[config.mk]
export PLATFORM = sky130hd
export DESIGN_NAME = pipeline_clk_bridge
export DESIGN_NICKNAME = d
export VERILOG_FILES = /design/src/rtl/pipeline_clk_pkg.sv /design/src/rtl/pipeline_clk_fifo.sv /design/src/rtl/pipeline_clk_bridge.sv
export SDC_FILE = /design/constraint.sdc
export NUM_CORES = 1
export LEC_CHECK = 0
export CAP_MARGIN = 20
export CORE_ASPECT_RATIO = 0.8
export CORE_MARGIN = 10
export CORE_UTILIZATION = 61
export DETAILED_ROUTE_END_ITERATION = 10
export GPL_ROUTABILITY_DRIVEN = 0
export PLACE_DENSITY = 0.85
export SYNTH_ARGS = -nofsm -noshare
export SYNTH_HDL_FRONTEND = slang
export SYNTH_SLANG_ARGS = --single-unit
[constraint.sdc]
create_clock -name sysclk -period 8.9 [get_ports sysclk]
set_input_delay 1.335 -clock sysclk [delete_from_list [all_inputs] [get_ports sysclk]]
set_output_delay 1.335 -clock sysclk [all_outputs]
set_load 0.02 [all_outputs]
[src/rtl/pipeline_clk_pkg.sv]
// pipeline_clk_pkg: shared CPU-clock constants, kept in step with the clock divider
//   DEF_DIV_HALF : sysclk cycles per CPU-clock half period
//   DEF_DW       : CPU write data width
//   PERIOD_NOM   : nominal CPU period in sysclk cycles
//   TIMEOUT      : sysclk cycles without a CPU rise that count as a stopped clock
package pipeline_clk_pkg;

    localparam int DEF_DIV_HALF = 9;
    localparam int DEF_DW       = 32;

    function automatic int period_nom(input int dh);
        return 2 * dh;
    endfunction

    function automatic int timeout(input int dh);
        return 4 * dh;
    endfunction

    localparam int PERIOD_NOM = period_nom(DEF_DIV_HALF);
    localparam int TIMEOUT    = timeout(DEF_DIV_HALF);

endpackage

[src/rtl/pipeline_clk_fifo.sv]
// pipeline_clk_fifo: synchronous first-word-fall-through FIFO on sysclk
//   sysclk, reset : clock, asynchronous active-high reset (empties the FIFO)
//   i_push        : write i_push_data; accepted when not full or when popping
//   i_pop         : advance the head; ignored while empty
//   o_head        : current head entry
//   o_empty       : no entries held
//   o_full        : DEPTH entries held
module pipeline_clk_fifo #(
    parameter int DW    = 32,
    parameter int DEPTH = 4
) (
    input  logic          sysclk,
    input  logic          reset,
    input  logic          i_push,
    input  logic [DW-1:0] i_push_data,
    input  logic          i_pop,
    output logic [DW-1:0] o_head,
    output logic          o_empty,
    output logic          o_full
);

    localparam int AW = $clog2(DEPTH);

    logic [AW:0]   r_wptr;
    logic [AW:0]   r_rptr;
    logic [DW-1:0] r_mem [DEPTH];
    logic          w_pop;
    logic          w_push;

    assign o_empty = r_wptr == r_rptr;
    // Extra pointer bit tells full from empty: same slot, opposite lap.
    assign o_full  = (r_wptr ^ r_rptr) == {1'b1, {AW{1'b0}}};
    assign o_head  = r_mem[r_rptr[AW-1:0]];
    assign w_pop   = i_pop & ~o_empty;
    // When full, a simultaneous pop frees the head slot that this write reuses.
    assign w_push  = i_push & (~o_full | w_pop);

    always_ff @(posedge sysclk or posedge reset) begin
        if (reset) begin
            r_wptr <= '0;
            r_rptr <= '0;
            for (int i = 0; i < DEPTH; i++) r_mem[i] <= '0;
        end else begin
            if (w_push) begin
                r_mem[r_wptr[AW-1:0]] <= i_push_data;
                r_wptr                <= r_wptr + 1'b1;
            end
            if (w_pop) r_rptr <= r_rptr + 1'b1;
        end
    end

endmodule

[src/rtl/pipeline_clk_bridge.sv]
// pipeline_clk_bridge: sysclk-domain receiver for the divided CPU clock and CPU writes
//   sysclk, reset        : 100 MHz clock, asynchronous active-high reset
//   i_cpu_clk            : divided CPU clock, sampled as data
//   i_cpu_wr_en/_data    : CPU write, launched at CPU rise, held one CPU cycle
//   o_out_valid/_data    : FWFT FIFO head towards the consumer
//   i_out_ready          : consumer accepts the head
//   o_cpu_rise/_fall     : one-cycle strobes per synchronized CPU edge
//   o_overflow           : sticky, a write was dropped on a full FIFO
//   o_period_err         : sticky, wrong CPU period or stopped CPU clock
//   i_clr_err            : synchronous clear of both sticky flags
module pipeline_clk_bridge
    import pipeline_clk_pkg::*;
#(
    parameter int DIV_HALF = DEF_DIV_HALF,
    parameter int DW       = DEF_DW,
    parameter int DEPTH    = 4
) (
    input  logic          sysclk,
    input  logic          reset,
    input  logic          i_cpu_clk,
    input  logic          i_cpu_wr_en,
    input  logic [DW-1:0] i_cpu_wr_data,
    output logic          o_out_valid,
    output logic [DW-1:0] o_out_data,
    input  logic          i_out_ready,
    output logic          o_cpu_rise,
    output logic          o_cpu_fall,
    output logic          o_overflow,
    output logic          o_period_err,
    input  logic          i_clr_err
);

    localparam int            PW     = $clog2(timeout(DIV_HALF) + 1);
    localparam logic [PW-1:0] P_LAST = PW'(period_nom(DIV_HALF) - 1);
    localparam logic [PW-1:0] P_TO   = PW'(timeout(DIV_HALF));

    logic          r_sync1;
    logic          r_sync2;
    logic          r_hist;
    logic          r_rise;
    logic          r_fall;
    logic [PW-1:0] r_pcnt;
    logic          r_armed;
    logic          r_ovf;
    logic          r_perr;
    logic [PW-1:0] w_pcnt_nxt;
    logic          w_push;
    logic          w_pop;
    logic          w_empty;
    logic          w_full;
    logic          w_ovf_set;
    logic          w_perr_set;

    // Writes are taken on the fall strobe, mid CPU cycle, when wr_en/data are settled.
    assign w_push      = r_fall & i_cpu_wr_en;
    assign w_pop       = ~w_empty & i_out_ready;
    assign w_ovf_set   = w_push & w_full & ~w_pop;
    assign w_pcnt_nxt  = r_rise ? '0 : (r_pcnt == P_TO) ? P_TO : r_pcnt + 1'b1;
    // A nominal period sees the count at PERIOD-1 when the next rise arrives.
    assign w_perr_set  = r_armed & ((r_rise & (r_pcnt != P_LAST)) | (w_pcnt_nxt == P_TO));

    assign o_out_valid  = ~w_empty;
    assign o_cpu_rise   = r_rise;
    assign o_cpu_fall   = r_fall;
    assign o_overflow   = r_ovf;
    assign o_period_err = r_perr;

    always_ff @(posedge sysclk or posedge reset) begin
        if (reset) begin
            r_sync1 <= 1'b0;
            r_sync2 <= 1'b0;
            r_hist  <= 1'b0;
            r_rise  <= 1'b0;
            r_fall  <= 1'b0;
            r_pcnt  <= '0;
            r_armed <= 1'b0;
            r_ovf   <= 1'b0;
            r_perr  <= 1'b0;
        end else begin
            r_sync1 <= i_cpu_clk;
            r_sync2 <= r_sync1;
            r_hist  <= r_sync2;
            r_rise  <= r_sync2 & ~r_hist;
            r_fall  <= ~r_sync2 & r_hist;
            r_pcnt  <= w_pcnt_nxt;
            r_armed <= r_armed | r_rise;
            r_ovf   <= w_ovf_set | (r_ovf & ~i_clr_err);
            r_perr  <= w_perr_set | (r_perr & ~i_clr_err);
        end
    end

    pipeline_clk_fifo #(
        .DW    (DW),
        .DEPTH (DEPTH)
    ) u_fifo (
        .sysclk      (sysclk),
        .reset       (reset),
        .i_push      (w_push),
        .i_push_data (i_cpu_wr_data),
        .i_pop       (w_pop),
        .o_head      (o_out_data),
        .o_empty     (w_empty),
        .o_full      (w_full)
    );

endmodule

* Yosys cells after proc, flatten, opt, wreduce, memory -nomap -nowiden
Index checks and enable logic that the tools add are counted.
** Storage, ports and cells
- Logic and storage cells :: 61
- Bits in registers :: 148
** Cells by class
- Order comparisons :: 3
- Mux-type cells :: 8
- Bitwise gates (word level) :: 26
- $add $sub $neg :: 3
- Eq/ne operators :: 5
- Reductions and logical operators :: 1
** Operators by type and width (count)
- bitwise mux 128 bit :: 1
- two-way mux 32 bit :: 3
- binary-select mux 32 bit (select 2 bit) :: 1
- demux 32 bit (select 2 bit) :: 1
- bitwise AND 1 bit :: 12
- == test 6 bit (second input constant) :: 2
- two-way mux 6 bit :: 2
- adder 3 x 1 -> 3 bit (second input constant) :: 2
- adder 6 x 1 -> 6 bit (second input constant) :: 1
- >= comparator 3 bit (second input constant) :: 2
- inequality test 6 x 5 -> 1 bit (second input constant) :: 1
- inverter 1 bit :: 6
- inverter 2 -> 3 bit :: 2
- OR 1 bit :: 5
- == test 3 bit :: 1
- == test 3 bit (second input constant) :: 1
- < comparator 3 x 1 -> 1 bit (second input constant) :: 1
- XOR 3 bit :: 1
- logical AND 1 bit :: 1

* Depth between registers and ports, before layout
- Word-level depth :: 7
- Mapped depth :: 6

* By module
Synthesis repeated with hierarchy kept, for this count alone.
** Unflattened totals
- Cells, all modules :: 407
- Area total of the unflattened synthesis :: 6847.8 µm²
** By module, submodules not included
- pipeline_clk_fifo :: cells an instance 347, times used 1, sequential area each 3353.2 µm², area each 6193.4 µm²
- pipeline_clk_bridge :: cells an instance 60, times used 1, sequential area each 350.3 µm², area each 654.4 µm²

* Least setup slack after synthesis
OpenSTA, ideal clock, no wires.
- Path type :: reg2out
- From :: register u_fifo.r_rptr[0]
- To :: output port o_out_data[10]
- Data required time :: 7565 ps
- Setup slack :: 6172 ps
- Arrival time :: 1393 ps
- Stages on the path, launching flop included :: 4
- Cell sequence :: dfrtp_1 buf_4 buf_2 mux4_2
** On the way
- Cells in the longest elaborated chain, start to end :: 4
** Ends and longest elaborated chain
- start, declared :: RTL line pipeline_clk_fifo.sv:25 : logic [AW:0] r_rptr;
- start signal, assigned :: RTL line pipeline_clk_fifo.sv:48 : if (w_pop) r_rptr <= r_rptr + 1'b1;
- inverter 2 -> 3 bit (implied by the code) :: RTL line pipeline_clk_fifo.sv:33 : assign o_head = r_mem[r_rptr[AW-1:0]];
- binary-select mux 32 bit (select 2 bit) :: RTL line pipeline_clk_fifo.sv:33
- two-way mux 32 bit (implied by the code) (2 in a row) :: RTL line pipeline_clk_fifo.sv:33
- end, declared :: RTL line pipeline_clk_bridge.sv:24 : output logic [DW-1:0] o_out_data,
Every way passes these cells. The select of a mux whose other input is x is not followed.

* Final worst setup path
- From :: register u_fifo.r_rptr[0]
- To :: output port o_out_data[20]
The elaborated chain is that of the path after synthesis.

==> summary.txt <==
first-pass GRT wire length - 23400 microns
asr flop ratio synth - 100%
CTS tree - yes
final std cells w/o fill - 625
diode count - 0
CP Data Required Time - 7.57 ns
unrepaired setup endpoints after global routing - no
area grow syn2layout - 20.2%
Crit-path slowest cell - mux4_2
Place WS - 5.26 ns
Worst Tran Pin Value - 0.969 ns
Initial DRC Count - 219
Reg power frac - 35.3%
Vias - 3600
Ys Warns - 0
post-CTS sizing - 0
hold path depth - 0
final setup TNS - 0 ns
fill count - 648
vias per cell - 5.76
Inst Count DP - 593
DP HPWL - 8460 microns
Clock Skew - 0.00838 ns
IO Port Bufs - 74
Post-CTS Repair Setup Buffers - 0
crit path from - u_fifo.r_rptr[0]
final setup fails - 0
count of cell types in the netlist - 31
synthesized area per cell - 17.7 sq um
count leader, synth - dfrtp_1
Slew HR - 35.4%
Setup Crit Path Kind - reg2out
CTS clk-pin slew, worst paths - 0.06 ns
Most Crowded Layer GR - met2
final period utilization - 45.4%
CTS max path bufs - 2
clk_lat worst skew - 0.41 ns
area of the multi-input gates - 3090 sq um
Initial Utilization - 63.3%
status - finished clean
largest net degree at the start of global routing - 97
hold_buf cts - 0
Commonest cells post-synth - 148 x dfrtp_1, 119 x mux2_4, 32 x mux4_2
Worst VDD drop - 0.000247 V
row cnt - 34
crit path DAT - 2.71 ns
die area - 16200 sq um
FF/Latch Area - 3710 sq um
met3 usage - 5.52%
dpl cell area - 7770 sq um
Worst path top cell family by delay - buffers and inverters
initial antenna violation count - 0
critical-path cell list - buf_4, mux4_2, clkdlybuf4s50_1
Routed WL per cell - 22.3 microns
worst hold margin - 0.359 ns
mapped cell area - 7010 sq um
Slew Limit Fails - 0
Gate Count Post-Synth - 395
EDFF count, synth - 0
Num CTS Buffers - 17
Levels on crit path - 3
Lkg Pwr - 4.07 nW
WP buf/inv - 2
Residual DRC - 0
Pre-Repair DR Iteration Count - 4
Max Freq - 0.247 GHz
core area - 11100 sq um
vias in the first global route - 4124
clock power share - 23.0%
FF-to-FF Start - u_fifo.r_rptr[0]
final hold vios - 0
Tot Pwr - 3.44 mW
Critical Path Source Type - flip-flop
Remaining Overflow, GRT - 0
H-tree depth - 4
Finished Core Util - 76.2%
NumNets Final - 514
area share of the largest cell type after synthesis - 52.9%
Finished Cell Area - 8420 sq um
Min-Delay Startpoint - r_sync1
Routed Antenna Nets - 0
Synth area leader - dfrtp_1
die height - 116 microns
drt total wl - 14000 microns
clock sink count - 148
final worst setup slack - 4.86 ns
P_sw - 1.05 mW
cells on worst reg2reg path - 5
Net Sw Frac - 30.6%
I/O pins - 75
top area cells in the synthesized netlist - dfrtp_1 53%, mux2_4 26%, mux4_2 10%, buf_6 1.9%, mux2_2 1.6%
Critical Path Fanout Max - 27
root buffer cell - clkbuf_16
GR Util All Layers - 18.2%
sequential cell area fraction in the yosys report - 52.9%
met1 track demand over resource - 24.1%
Max-Cap Viols - 0
syn nets - 441
layout cells sized above 1 - 42.6%
crit end category - output pin
min cycle time layout - 4.04 ns
Primary FF master, synth - dfrtp_1
Max stage delay on crit path - 0.63 ns
Comb pwr share - 41.6%
min-delay worst type - reg2reg
Pint - 2.39 mW
met2 Use GR - 29.4%
Yosys reg bits - 148
die width - 140 microns
Power Density - 408 nW/um^2
[registers in the layout, indices dropped and copies added (netlist names)]
name	flops
o_cpu_rise	1
r_armed	1
u_fifo.r_rptr	3
o_overflow	1
u_fifo.r_wptr	3
r_sync2	1
r_pcnt	6
r_hist	1
o_period_err	1
r_sync1	1
u_fifo.r_mem	128
o_cpu_fall	1
[worst paths after layout]
kind,end,slack [ns]
max in group asynchronous,u_fifo.r_rptr[1],6.17
min,r_sync2,0.36
min in group asynchronous,u_fifo.r_mem[9],1.49
max reg2reg,u_fifo.r_mem[18],6.08
max,o_out_data[20],4.86
min reg2reg,r_sync2,0.36
[cells in the final DEF, fill, tap and decap left out]
| cell | Yosys | layout |
|---|---|---|
| dfrtp_1 | 148 | 146 |
| mux2_4 | 119 | 119 |
| clkdlybuf4s50_1 | 0 | 74 |
| mux4_2 | 32 | 32 |
| clkbuf_16 | 0 | 17 |
| mux2_2 | 10 | 10 |
| ha_1 | 8 | 8 |
| inv_1 | 7 | 6 |
| nor2_1 | 6 | 6 |
| xnor2_1 | 6 | 6 |
| nor2b_1 | 5 | 5 |
| bufinv_16 | 0 | 5 |
| nand2_1 | 4 | 4 |
| nand2_4 | 4 | 4 |
| xor2_1 | 3 | 3 |
| nand3_1 | 3 | 3 |
| nor3_1 | 3 | 3 |
| xnor2_2 | 2 | 2 |
| nand3b_1 | 2 | 2 |
| inv_6 | 0 | 2 |
| clkinv_2 | 0 | 2 |
| clkinvlp_4 | 0 | 2 |
| clkbuf_8 | 0 | 2 |
| clkinv_4 | 0 | 2 |
| buf_4 | 2 | 2 |
| dfrtp_2 | 0 | 2 |
| a41oi_4 | 1 | 1 |
| and4_1 | 1 | 1 |
| nand4_1 | 1 | 1 |
| o2bb2ai_1 | 1 | 1 |
| a22o_1 | 1 | 1 |
| a21oi_1 | 1 | 1 |
| nand4b_1 | 1 | 1 |
| a32oi_1 | 1 | 1 |
| o41ai_1 | 1 | 1 |
| or2_2 | 1 | 1 |
| o21ai_0 | 1 | 1 |
| clkbuf_1 | 5 | 1 |
[power by group through the flow]
stage / Sequential [mW] / Clock (mW) / Combinational (mW)
floorplan: 1.10 / 0 / 1.07
global placement: 1.19 / 0 / 1.41
detailed placement: 1.21 / 0 / 1.44
CTS: 1.21 / 0.802 / 1.45
global route: 1.26 / 0.829 / 1.52
finish: 1.21 / 0.791 / 1.43
[cell families after synthesis]
kind of cell,Yosys count,synth area share (%)
xor+xnor,11,1.59
fa+ha+maj,8,1.43
mux,161,37.4
buf+inv,29,3.00
compound gates,7,1.04
simple gates,31,2.70
flops,148,52.9
[per-layer routing]
layer,wire (microns),vias to the layer above
met5,0,-
met4,65,0
met3,575,5
met2,6820,59
met1,6490,1940
li1,-,1596
[worst reg2reg max path, cell delays in order (launching register included)]
cell and delay [ns]:
dfrtp_2 0.54, buf_4 0.54, xnor2_2 0.20, a41oi_4 0.44, nand2_4 0.50, mux2_4 0.48
[cell type report]
| class | count | share of cell area, % |
|---|---|---|
| Sequential cell | 148 | 44.0 |
| Clock buffer | 20 | 5.42 |
| Tap cell | 144 | 2.14 |
| Inverter | 7 | 0.371 |
| Timing Repair Buffer | 76 | 8.97 |
| Multi-Input combinational cell | 218 | 36.7 |
| Clock inverter | 12 | 2.39 |
Note: power is estimated with default switching activity, not from simulation.
